$ cat config.mk
export PLATFORM = sky130hd
export DESIGN_NAME = fifo_traffic_gen
export DESIGN_NICKNAME = d
export VERILOG_FILES = /design/src/rtl/fifo_traffic_gen.sv
export SDC_FILE = /design/constraint.sdc
export NUM_CORES = 1
export LEC_CHECK = 0
export BUFFER_PORTS_ARGS = -buffer_cell sky130_fd_sc_hd__clkbuf_2
export CORE_MARGIN = 4
export CORE_UTILIZATION = 30
export CTS_CLUSTER_DIAMETER = 60
export DETAILED_ROUTE_END_ITERATION = 6
export PLACE_DENSITY = 0.57
export SYNTH_ARGS = -nofsm -noshare
export SYNTH_HDL_FRONTEND = slang
export SYNTH_SLANG_ARGS = --single-unit
export TNS_END_PERCENT = 100
$ cat constraint.sdc
create_clock -name clk -period 3.8 [get_ports clk]
set_input_delay 0.19 -clock clk [delete_from_list [all_inputs] [get_ports clk]]
set_output_delay 0.19 -clock clk [all_outputs]
set_load 0.05 [all_outputs]
$ cat src/rtl/fifo_traffic_gen.sv
// Drives a programmed burst of counting-pattern writes into a small FIFO and reads them back in order.
// Request outputs are combinational and gated by the full/empty flags. The compare runs 1 cycle after each accepted read.
module fifo_traffic_gen #(
  parameter int DATA_W = 4,
  parameter int CNT_W  = 8
) (
  input  logic              clk,
  input  logic              rst,
  input  logic              start,
  input  logic [1:0]        mode,
  input  logic [CNT_W-1:0]  burst_len,
  input  logic              full,
  input  logic              empty,
  input  logic [DATA_W-1:0] read_data,
  output logic              write_en,
  output logic [DATA_W-1:0] write_data,
  output logic              read_en,
  output logic              busy,
  output logic              done,
  output logic              err,
  output logic [CNT_W-1:0]  wr_count,
  output logic [CNT_W-1:0]  rd_count,
  output logic [CNT_W-1:0]  mismatch_count
);

  typedef enum logic [2:0] {IDLE, WRITE, READ, STREAM, ALT_W, ALT_R, DONE} state_t;

  state_t            state;
  logic [CNT_W-1:0]  len;
  logic [CNT_W-1:0]  rd_issued;
  logic [DATA_W-1:0] wr_seq;
  logic [DATA_W-1:0] exp_seq;
  logic              rd_pend;
  logic              wr_phase;
  logic              rd_phase;

  assign wr_phase   = (state == WRITE) || (state == STREAM) || (state == ALT_W);
  assign rd_phase   = (state == READ)  || (state == STREAM) || (state == ALT_R);
  assign write_en   = wr_phase && !full  && (wr_count  != len);
  assign read_en    = rd_phase && !empty && (rd_issued != len);
  assign write_data = wr_seq;

  always_ff @(posedge clk or posedge rst) begin
    if (rst) begin
      state          <= IDLE;
      len            <= '0;
      rd_issued      <= '0;
      wr_seq         <= '0;
      exp_seq        <= '0;
      rd_pend        <= 1'b0;
      busy           <= 1'b0;
      done           <= 1'b0;
      err            <= 1'b0;
      wr_count       <= '0;
      rd_count       <= '0;
      mismatch_count <= '0;
    end else begin
      done    <= 1'b0;
      rd_pend <= read_en;
      if (write_en) begin
        wr_count <= wr_count + 1'b1;
        wr_seq   <= wr_seq + 1'b1;
      end
      if (read_en) rd_issued <= rd_issued + 1'b1;
      // Returned word lands one cycle after the accepted read.
      if (rd_pend) begin
        exp_seq  <= exp_seq + 1'b1;
        rd_count <= rd_count + 1'b1;
        if (read_data != exp_seq) begin
          err <= 1'b1;
          if (mismatch_count != '1) mismatch_count <= mismatch_count + 1'b1;
        end
      end

      case (state)
        IDLE: begin
          if (start) begin
            len            <= burst_len;
            wr_count       <= '0;
            rd_count       <= '0;
            rd_issued      <= '0;
            wr_seq         <= '0;
            exp_seq        <= '0;
            err            <= 1'b0;
            mismatch_count <= '0;
            if (burst_len == '0) begin
              state <= DONE;
              done  <= 1'b1;
            end else begin
              busy <= 1'b1;
              case (mode)
                2'd1:    state <= STREAM;
                2'd2:    state <= ALT_W;
                default: state <= WRITE;
              endcase
            end
          end
        end
        WRITE: if (wr_count == len) state <= READ;
        READ: begin
          if (rd_count == len) begin
            state <= DONE;
            done  <= 1'b1;
            busy  <= 1'b0;
          end
        end
        STREAM: begin
          if ((wr_count == len) && (rd_count == len)) begin
            state <= DONE;
            done  <= 1'b1;
            busy  <= 1'b0;
          end
        end
        // Once every word is written, fall through to ALT_R to wait out the last compare.
        ALT_W: if (write_en || (wr_count == len)) state <= ALT_R;
        ALT_R: begin
          if (rd_count == len) begin
            state <= DONE;
            done  <= 1'b1;
            busy  <= 1'b0;
          end else if (read_en) begin
            state <= ALT_W;
          end
        end
        DONE:    state <= IDLE;
        default: state <= IDLE;
      endcase
    end
  end

endmodule

==> results of run 1 <==
worst max-delay path by stage:
stage                            from        to  cells after the start
after global routing           len[0]   read_en                      5
after detailed placement       len[0]   read_en                      5
after floorplan           rd_count[2]  state[1]                      6
after CTS                      len[0]   read_en                      5
final                          len[0]   read_en                      5
after global placement         len[0]   read_en                      5
repair_timing:
action / CTS / global route
hold endpoints to repair: 18 / 0
resized for setup: 0 / 0
buffers inserted: 0 / 0
hold buffers: 1 / 0
placed cells by master, fill, tap and decap left out, types with 9 or more instances in the layout:
master    count
a21oi_1      14
clkbuf_2     51
dfrtp_1      55
mux2i_1       9
nand2_1      42
nand3_1       9
nand4_1      11
nor2_1       31
nor3_1        9
o21ai_0      11
xnor2_1      23
xor2_1       23
state kept, by name (all words and copies together) (netlist names), 3 cells and up:
name            cells
len                 8
mismatch_count      8
rd_count            8
rd_issued           8
wr_count            8
exp_seq             4
write_data          4
state               3
metrics by stage:
stage	power, mW	cells	hold slack [ns]	instance area, um2	util
2_1_floorplan	2.06	315	0.295	2980	-
3_3_place_gp	2.36	491	0.199	3370	0.346
3_5_place_dp	2.38	491	0.192	3370	0.346
4_1_cts	2.79	500	0.0944	3500	0.360
5_1_grt	2.97	500	0.112	3500	0.360
6_report	2.76	500	0.0948	3500	0.360
layer usage:
layer | global-route usage | wire, um | part of all wire
met1 | 0.177 | 3340 | 0.48
met2 | 0.200 | 3300 | 0.47
met3 | 0.0252 | 276 | 0.039
met4 | 0.0325 | 85 | 0.012
met5 | 0 | 0 | 0
power by group through the flow:
stage | clock (mW) | sequential [mW] | combinational [mW]
2_1_floorplan | 0 | 1.34 | 0.714
3_3_place_gp | 0 | 1.10 | 1.26
3_5_place_dp | 0 | 1.11 | 1.27
4_1_cts | 0.420 | 1.09 | 1.28
5_1_grt | 0.438 | 1.13 | 1.40
6_report | 0.409 | 1.09 | 1.26
worst register-to-register path: cells and delay by family (launching register included):
family,cells,cell delay [ns]
AOI/OAI and AO/OA,2,0.66
buffers and inverters,1,0.10
DFF,1,0.48
and+or+nand+nor,2,0.92
cells by family after synthesis:
| group | count (synthesis) | synth area share |
|---|---|---|
| flip-flops | 55 | 0.462 |
| AO/OA/AOI/OAI | 46 | 0.101 |
| AND/OR/NAND/NOR | 133 | 0.216 |
| XOR/XNOR | 46 | 0.135 |
| buffers and inverters | 19 | 0.0265 |
| multiplexers | 10 | 0.0340 |
| adder cells (fa/ha/maj) | 6 | 0.0252 |
layout make-up:
class                      count  area [um2]  area share
clock buffer                   6        82.6      0.0236
clock inverter                 2        35.0      0.0100
sequential                    55        1380       0.393
inverter                       9        33.8     0.00966
tap                          133         166      0.0476
multi-input combinational    241        1520       0.436
timing repair buffer          54         280      0.0801
==> flow_summary.toml, run 1 <==
[status]
status = "finished clean"

[timing]
final.period_utilization = 0.698
final_max_slew_viol_count = 0
rsz0062_at_grt = "false"
max_freq_ghz = 0.377
hold_viol_final = 0
setup_viol = 0
layout_min_cycle_time_ns = 2.65
fin_tns_setup_ns = 0
skew_ns = 0.00721
max-slew-margin-rel = 0.234
worst_slew_pin_slew_ns = 1.15
postLayoutSetupSlackWorst_ns = 1.15

[floorplanning]
coreArea_um2 = 9730
io_pins = 52
die_w_um = 108
die_h_um = 108
start_util = 0.306
die_area_um2 = 11600
row_count = 36

[critical_path]
reg2reg_slack_ns = 1.57
worstSetupStartpointType = "flip-flop"
cpMaxStageDelayCell = "o221ai_1"
path_buf_inv = 2
timing.critical_path.max_delay_family = "compound AO/OA/AOI/OAI gates"
arrival_ns = 2.46
worstRegToRegCells = 5
r2r_end = "rd_issued[5]"
crit_chain = "xnor2_1 -> nand4_1 -> o221ai_1 -> inv_1 -> clkbuf_2"
critPathMaxFanout = 14
critical_path.max_stage_delay_ns = 0.90
crit_type = "reg2out"
cp.required_ns = 3.61
r2r_start = "state[0]"
critPathCaptureType = "output port"

[grt]
gr-total-overflow = 0
grt_max_degree = 47
grt_antenna_before_repair = 0
grt_pass1_vias = 2245
track_usage = 0.126
grt_pass1_wl_mm = 11.7

[cts]
path_clk_slew_ns = 0.10
cts_tree = "yes"
htreeDepth = 2
cts_root_buffer = "clkbuf_8"
clk_latency_ns = 0.31
clockBufferDepth = 2
cts_buffers = 5
cts.sinks = 55

[power]
swShare = 0.478
p_seq_frac = 0.395
clkPwrFrac = 0.148
p_switching_mw = 1.32
peakVddDrop_v = 0.000257
power_density_nw_per_um2 = 790
leakage_nw = 1.58
p_comb_frac = 0.457
p_int_mw = 1.44

[placed_design]
io_buffers = 51
place_ws_ns = 1.44
gp_congestion = 0.780
hpwl_mm = 5.14

[synthesis]
synth_top_area_frac = 0.462
netlist_instances = 315
ys_types = 44
async_flop_share = 1.00
synth_flop_cell = "dfrtp_1"
synth_largest_area_cell = "dfrtp_1"
syn_nets = 340
synth_edf_count = 0
ys_seq_area_frac = 0.462
ys_ff_latch = 55
ys_warn_count = 0
synth_area_leaders = "dfrtp_1 (46%), xnor2_1 (6.8%), xor2_1 (6.8%)"
avgSynthCellArea_um2 = 9.46
yosysMostFrequentCell = "dfrtp_1"
synth_common_cells = "dfrtp_1 (55), nand2_1 (42), nor2_1 (31)"
syn_area_um2 = 2980

[detailed_routing]
routedWlPerCell_um = 14.0
firstDrtPassIters = 4
routed_via_density = 4.74
vias = 2371
drc_errors = 0
drtIter0Drc = 139
routed_wl_mm = 6.99
drtAntennaViolNets = 0

[hold_path]
whs_path_depth = 3
hp-class = "in2reg"
hold_start = "burst_len[2]"
hold-path-endpoint = "len[2]"

[finish]
n_antenna_cell = 0
area_growth_pct = 17.4
drive_above_1_share = 0.188
num-nets-final = 391
nFillCells = 1040

[job]
drv_cap = 0
No activity file was read; power rests on OpenSTA's default activity.
==> run 2: changes to the inputs <==
clock period = 2.5 ns   (was 3.8 ns; I/O delays follow)
==> run 2 against run 1 <==
  * Routed wire length increased by 3.5%
  * Sequential power increased by 53%
  * Critical path type unchanged
  * Global-route usage increased by 0.31 points
  * Largest power group unchanged
==> flow_summary.toml, run 2 (synthesized netlist as in run 1, its figures left out) <==
[status]
status = "finished clean"

[detailed_routing]
routed_via_density = 4.79
routedWlPerCell_um = 14.4
routed_wl_mm = 7.24
drtAntennaViolNets = 0
drc_errors = 0
vias = 2408
firstDrtPassIters = 4
drtIter0Drc = 88

[floorplanning]
coreArea_um2 = 9730
start_util = 0.306
die_area_um2 = 11600
die_h_um = 108
io_pins = 52
row_count = 36
die_w_um = 108

[critical_path]
crit_type = "reg2out"
startpoint = "len[7]"
critPathMaxFanout = 8
reg2reg_slack_ns = 0.45
worstRegToRegCells = 5
critPathCaptureType = "output port"
r2r_end = "wr_count[7]"
cp.required_ns = 2.38
arrival_ns = 2.13
r2r_start = "state[1]"
worstSetupStartpointType = "flip-flop"

[hold_path]
hold_start = "burst_len[0]"
hp-class = "in2reg"
whs_path_depth = 3
hold-path-endpoint = "len[0]"

[timing]
skew_ns = 0.0132
max-slew-margin-rel = 0.555
final.period_utilization = 0.901
hold_viol_final = 0
worst_slew_pin_slew_ns = 0.662
fin_tns_setup_ns = 0
postLayoutSetupSlackWorst_ns = 0.247
final_max_slew_viol_count = 0
rsz0062_at_grt = "false"
layout_min_cycle_time_ns = 2.25
max_freq_ghz = 0.444
setup_viol = 0

[placed_design]
hpwl_mm = 5.36
place_ws_ns = 0.509
placed_cells = 495
gp_congestion = 0.852
io_buffers = 51

[finish]
instances_no_fill = 503
nFillCells = 1037
area_growth_pct = 17.9
drive_above_1_share = 0.192
num-nets-final = 395
mostFrequentLayoutCells = "dfrtp_1 (55), clkbuf_2 (51), nand2_1 (42), nor2_1 (31)"
layout_commonest_cell = "dfrtp_1"
multi_input_area_um2 = 1520
n_antenna_cell = 0
register_area_um2 = 1380

[grt]
track_usage = 0.129
grt_pass1_vias = 2362
grt_max_degree = 31
grt_pass1_wl_mm = 11.9
gr-total-overflow = 0
grt_antenna_before_repair = 0

[cts]
clk_latency_ns = 0.31
cts_setup_buffers = 0
cts-resized-gates = 0
postCtsHoldBufs = 1
clockBufferDepth = 2
path_clk_slew_ns = 0.10
htreeDepth = 2
cts_buffers = 5
cts_tree = "yes"
cts.sinks = 55
cts_root_buffer = "clkbuf_8"

[power]
peakVddDrop_v = 0.000538
power_density_nw_per_um2 = 1190
leakage_nw = 1.59
power.total_mw = 4.19

[job]
drv_cap = 0
-- run 2: area by class of cell --
type | count | area share
clock buffer | 6 | 0.0207
clock inverter | 1 | 0.00855
inverter | 9 | 0.00962
multi-input combinational | 241 | 0.434
sequential | 55 | 0.392
tap | 133 | 0.0474
timing repair buffer | 58 | 0.0883
-- run 2: worst max-delay path, cell delays in order, from the launching register on --
cell,delay (ns)
dfrtp_1,0.46
xnor2_1,0.20
nand4_1,0.13
o221ai_1,0.49
buf_4,0.26
inv_1,0.06
clkbuf_2,0.23
-- run 2: routing by layer --
metal / track usage / up-vias / part of all wire
met1: 0.178 / 1165 / 0.48
met4: 0.0433 / 0 / 0.015
li1: - / 1193 / -
met5: 0 / - / 0
met2: 0.205 / 43 / 0.47
met3: 0.0240 / 7 / 0.039
-- run 2: per-stage QoR --
step / util / instance area [um2] / hold WS (ns)
2_1_floorplan: - / 2980 / 0.230
4_1_cts: 0.361 / 3510 / 0.0302
3_3_place_gp: 0.350 / 3400 / 0.231
3_5_place_dp: 0.350 / 3400 / 0.229
5_1_grt: 0.361 / 3510 / 0.0377
6_report: 0.361 / 3510 / 0.0360
-- run 2: power breakdown --
part	internal, mW	switching, mW
Clock	0.295	0.290
Sequential	1.19	0.477
Combinational	0.696	1.24
-- run 2: how the worst max path moves through the flow --
stage / cells after the start / slack, ns / end
final: 6 / 0.25 / read_en
after global routing: 5 / 0.06 / write_en
after CTS: 6 / 0.23 / read_en
after detailed placement: 5 / 0.51 / wr_count[7]
after global placement: 5 / 0.52 / wr_count[7]
after floorplan: 6 / 0.43 / state[1]
==> run 3: changes to the inputs <==
GPL_TIMING_DRIVEN = 0   (was default)
SKIP_CTS_REPAIR_TIMING = 1   (was default)
clock period = 2.4 ns   (was 2.5 ns; I/O delays follow)
==> run 3 against run 2 <==
  * Non-clock buffer count up 5
  * Critical path depth unchanged
  * First-iteration DRC count up 11%
  * Utilization up 0.26 points
  * Clock power down 6.3%
  * Die area unchanged
  * Largest power group unchanged
==> flow_summary.toml, run 3 (synthesized netlist as in run 1, its figures left out) <==
[status]
status = "finished clean"

[placed_design]
place_ws_ns = 0.204
gp_congestion = 0.868
io_buffers = 51
placed_cells = 500
hpwl_mm = 5.53

[critical_path]
crit_chain = "xnor2_1 -> nand4_1 -> o221ai_2 -> clkbuf_4 -> inv_1 -> clkbuf_2"
worstSetupStartpointType = "flip-flop"
path_buf_inv = 3
cp.required_ns = 2.28
critical_path.max_stage_delay_ns = 0.47
worstRegToRegCells = 5
arrival_ns = 2.12
timing.critical_path.max_delay_family = "buffers and inverters"
critPathCaptureType = "output port"
critPathMaxFanout = 10
cpMaxStageDelayCell = "dfrtp_1"
r2r_start = "state[2]"
crit_type = "reg2out"
r2r_end = "rd_count[5]"
reg2reg_slack_ns = 0.23

[power]
leakage_nw = 1.59
power_density_nw_per_um2 = 1230
peakVddDrop_v = 0.000493

[cts]
htreeDepth = 2
cts_tree = "yes"
cts_root_buffer = "clkbuf_8"
path_clk_slew_ns = 0.12
clk_latency_ns = 0.32
cts_buffers = 5
cts.sinks = 55
clockBufferDepth = 2

[detailed_routing]
firstDrtPassIters = 4
routed_via_density = 4.84
vias = 2466
routedWlPerCell_um = 14.4
drtIter0Drc = 98
drc_errors = 0
drtAntennaViolNets = 0
routed_wl_mm = 7.34

[finish]
num-nets-final = 400
mostFrequentLayoutCells = "dfrtp_1 (55), clkbuf_2 (54), nand2_1 (42), nor2_1 (31)"
instances_no_fill = 509
nFillCells = 1030
n_antenna_cell = 0
area_growth_pct = 18.8
layout_commonest_cell = "dfrtp_1"
drive_above_1_share = 0.197

[timing]
postLayoutSetupSlackWorst_ns = 0.164
rsz0062_at_grt = "false"
setup_viol = 0
holdWs_ns = 0.0141
max-slew-margin-rel = 0.346
final.period_utilization = 0.932
layout_min_cycle_time_ns = 2.24
hold_viol_final = 0
worst_slew_pin_slew_ns = 0.971
max_freq_ghz = 0.447
final_max_slew_viol_count = 0
skew_ns = 0.0210
fin_tns_setup_ns = 0

[hold_path]
whs_path_depth = 3
hp-class = "in2reg"
hold_start = "burst_len[2]"
hold-path-endpoint = "len[2]"

[floorplanning]
die_area_um2 = 11600
start_util = 0.306
die_w_um = 108
io_pins = 52
row_count = 36
coreArea_um2 = 9730
die_h_um = 108

[grt]
grt_pass1_vias = 2396
gr-total-overflow = 0
track_usage = 0.131
grt_pass1_wl_mm = 12.2
grt_antenna_before_repair = 0
grt_max_degree = 36

[job]
drv_cap = 0
## run 3: area by class of cell
type	count	area, um2	share of cell area
multi-input combinational	241	1530	0.432
sequential	55	1380	0.389
timing repair buffer	53	285	0.0806
tap	133	166	0.0470
clock buffer	5	68.8	0.0194
buffer	10	52.6	0.0149
inverter	9	33.8	0.00955
clock inverter	3	25.0	0.00707
## run 3: worst max-delay path by stage
stage,end,from,slack (ns),cells past startpoint
after global placement,busy,rst,0.18,2
after CTS,read_en,len[1],-0.11,6
after floorplan,state[1],rd_count[2],0.33,6
after detailed placement,len[0],state[2],0.20,6
final,read_en,len[1],0.16,6
after global routing,rd_count[2],state[2],0.0002,5
## run 3: worst min-delay path, stage by stage
cell and delay [ns]:
clkbuf_2 0.10, nand2_1 0.05, nand2_1 0.04
## run 3: routing by layer
layer / vias to the layer above / share of wire / global-route usage
li1: 1222 / - / -
met1: 1192 / 0.48 / 0.183
met5: - / 0 / 0
met3: 6 / 0.039 / 0.0240
met2: 46 / 0.47 / 0.212
met4: 0 / 0.011 / 0.0307
## run 3: power by group
| group | leakage (nW) | internal [mW] | switching, mW | total, mW |
|---|---|---|---|---|
| clock network | 0.0452 | 0.214 | 0.334 | 0.548 |
| registers | 0.710 | 1.24 | 0.461 | 1.70 |
| logic | 0.838 | 0.731 | 1.36 | 2.10 |
## run 3: stage by stage
step                      total power [mW]  instance area [um2]   util
after floorplan                       3.26                 2980      -
after global placement                3.77                 3400  0.350
after detailed placement              3.81                 3420  0.352
after CTS                             4.37                 3510  0.361
after global routing                  4.67                 3540  0.364
final                                 4.35                 3540  0.364
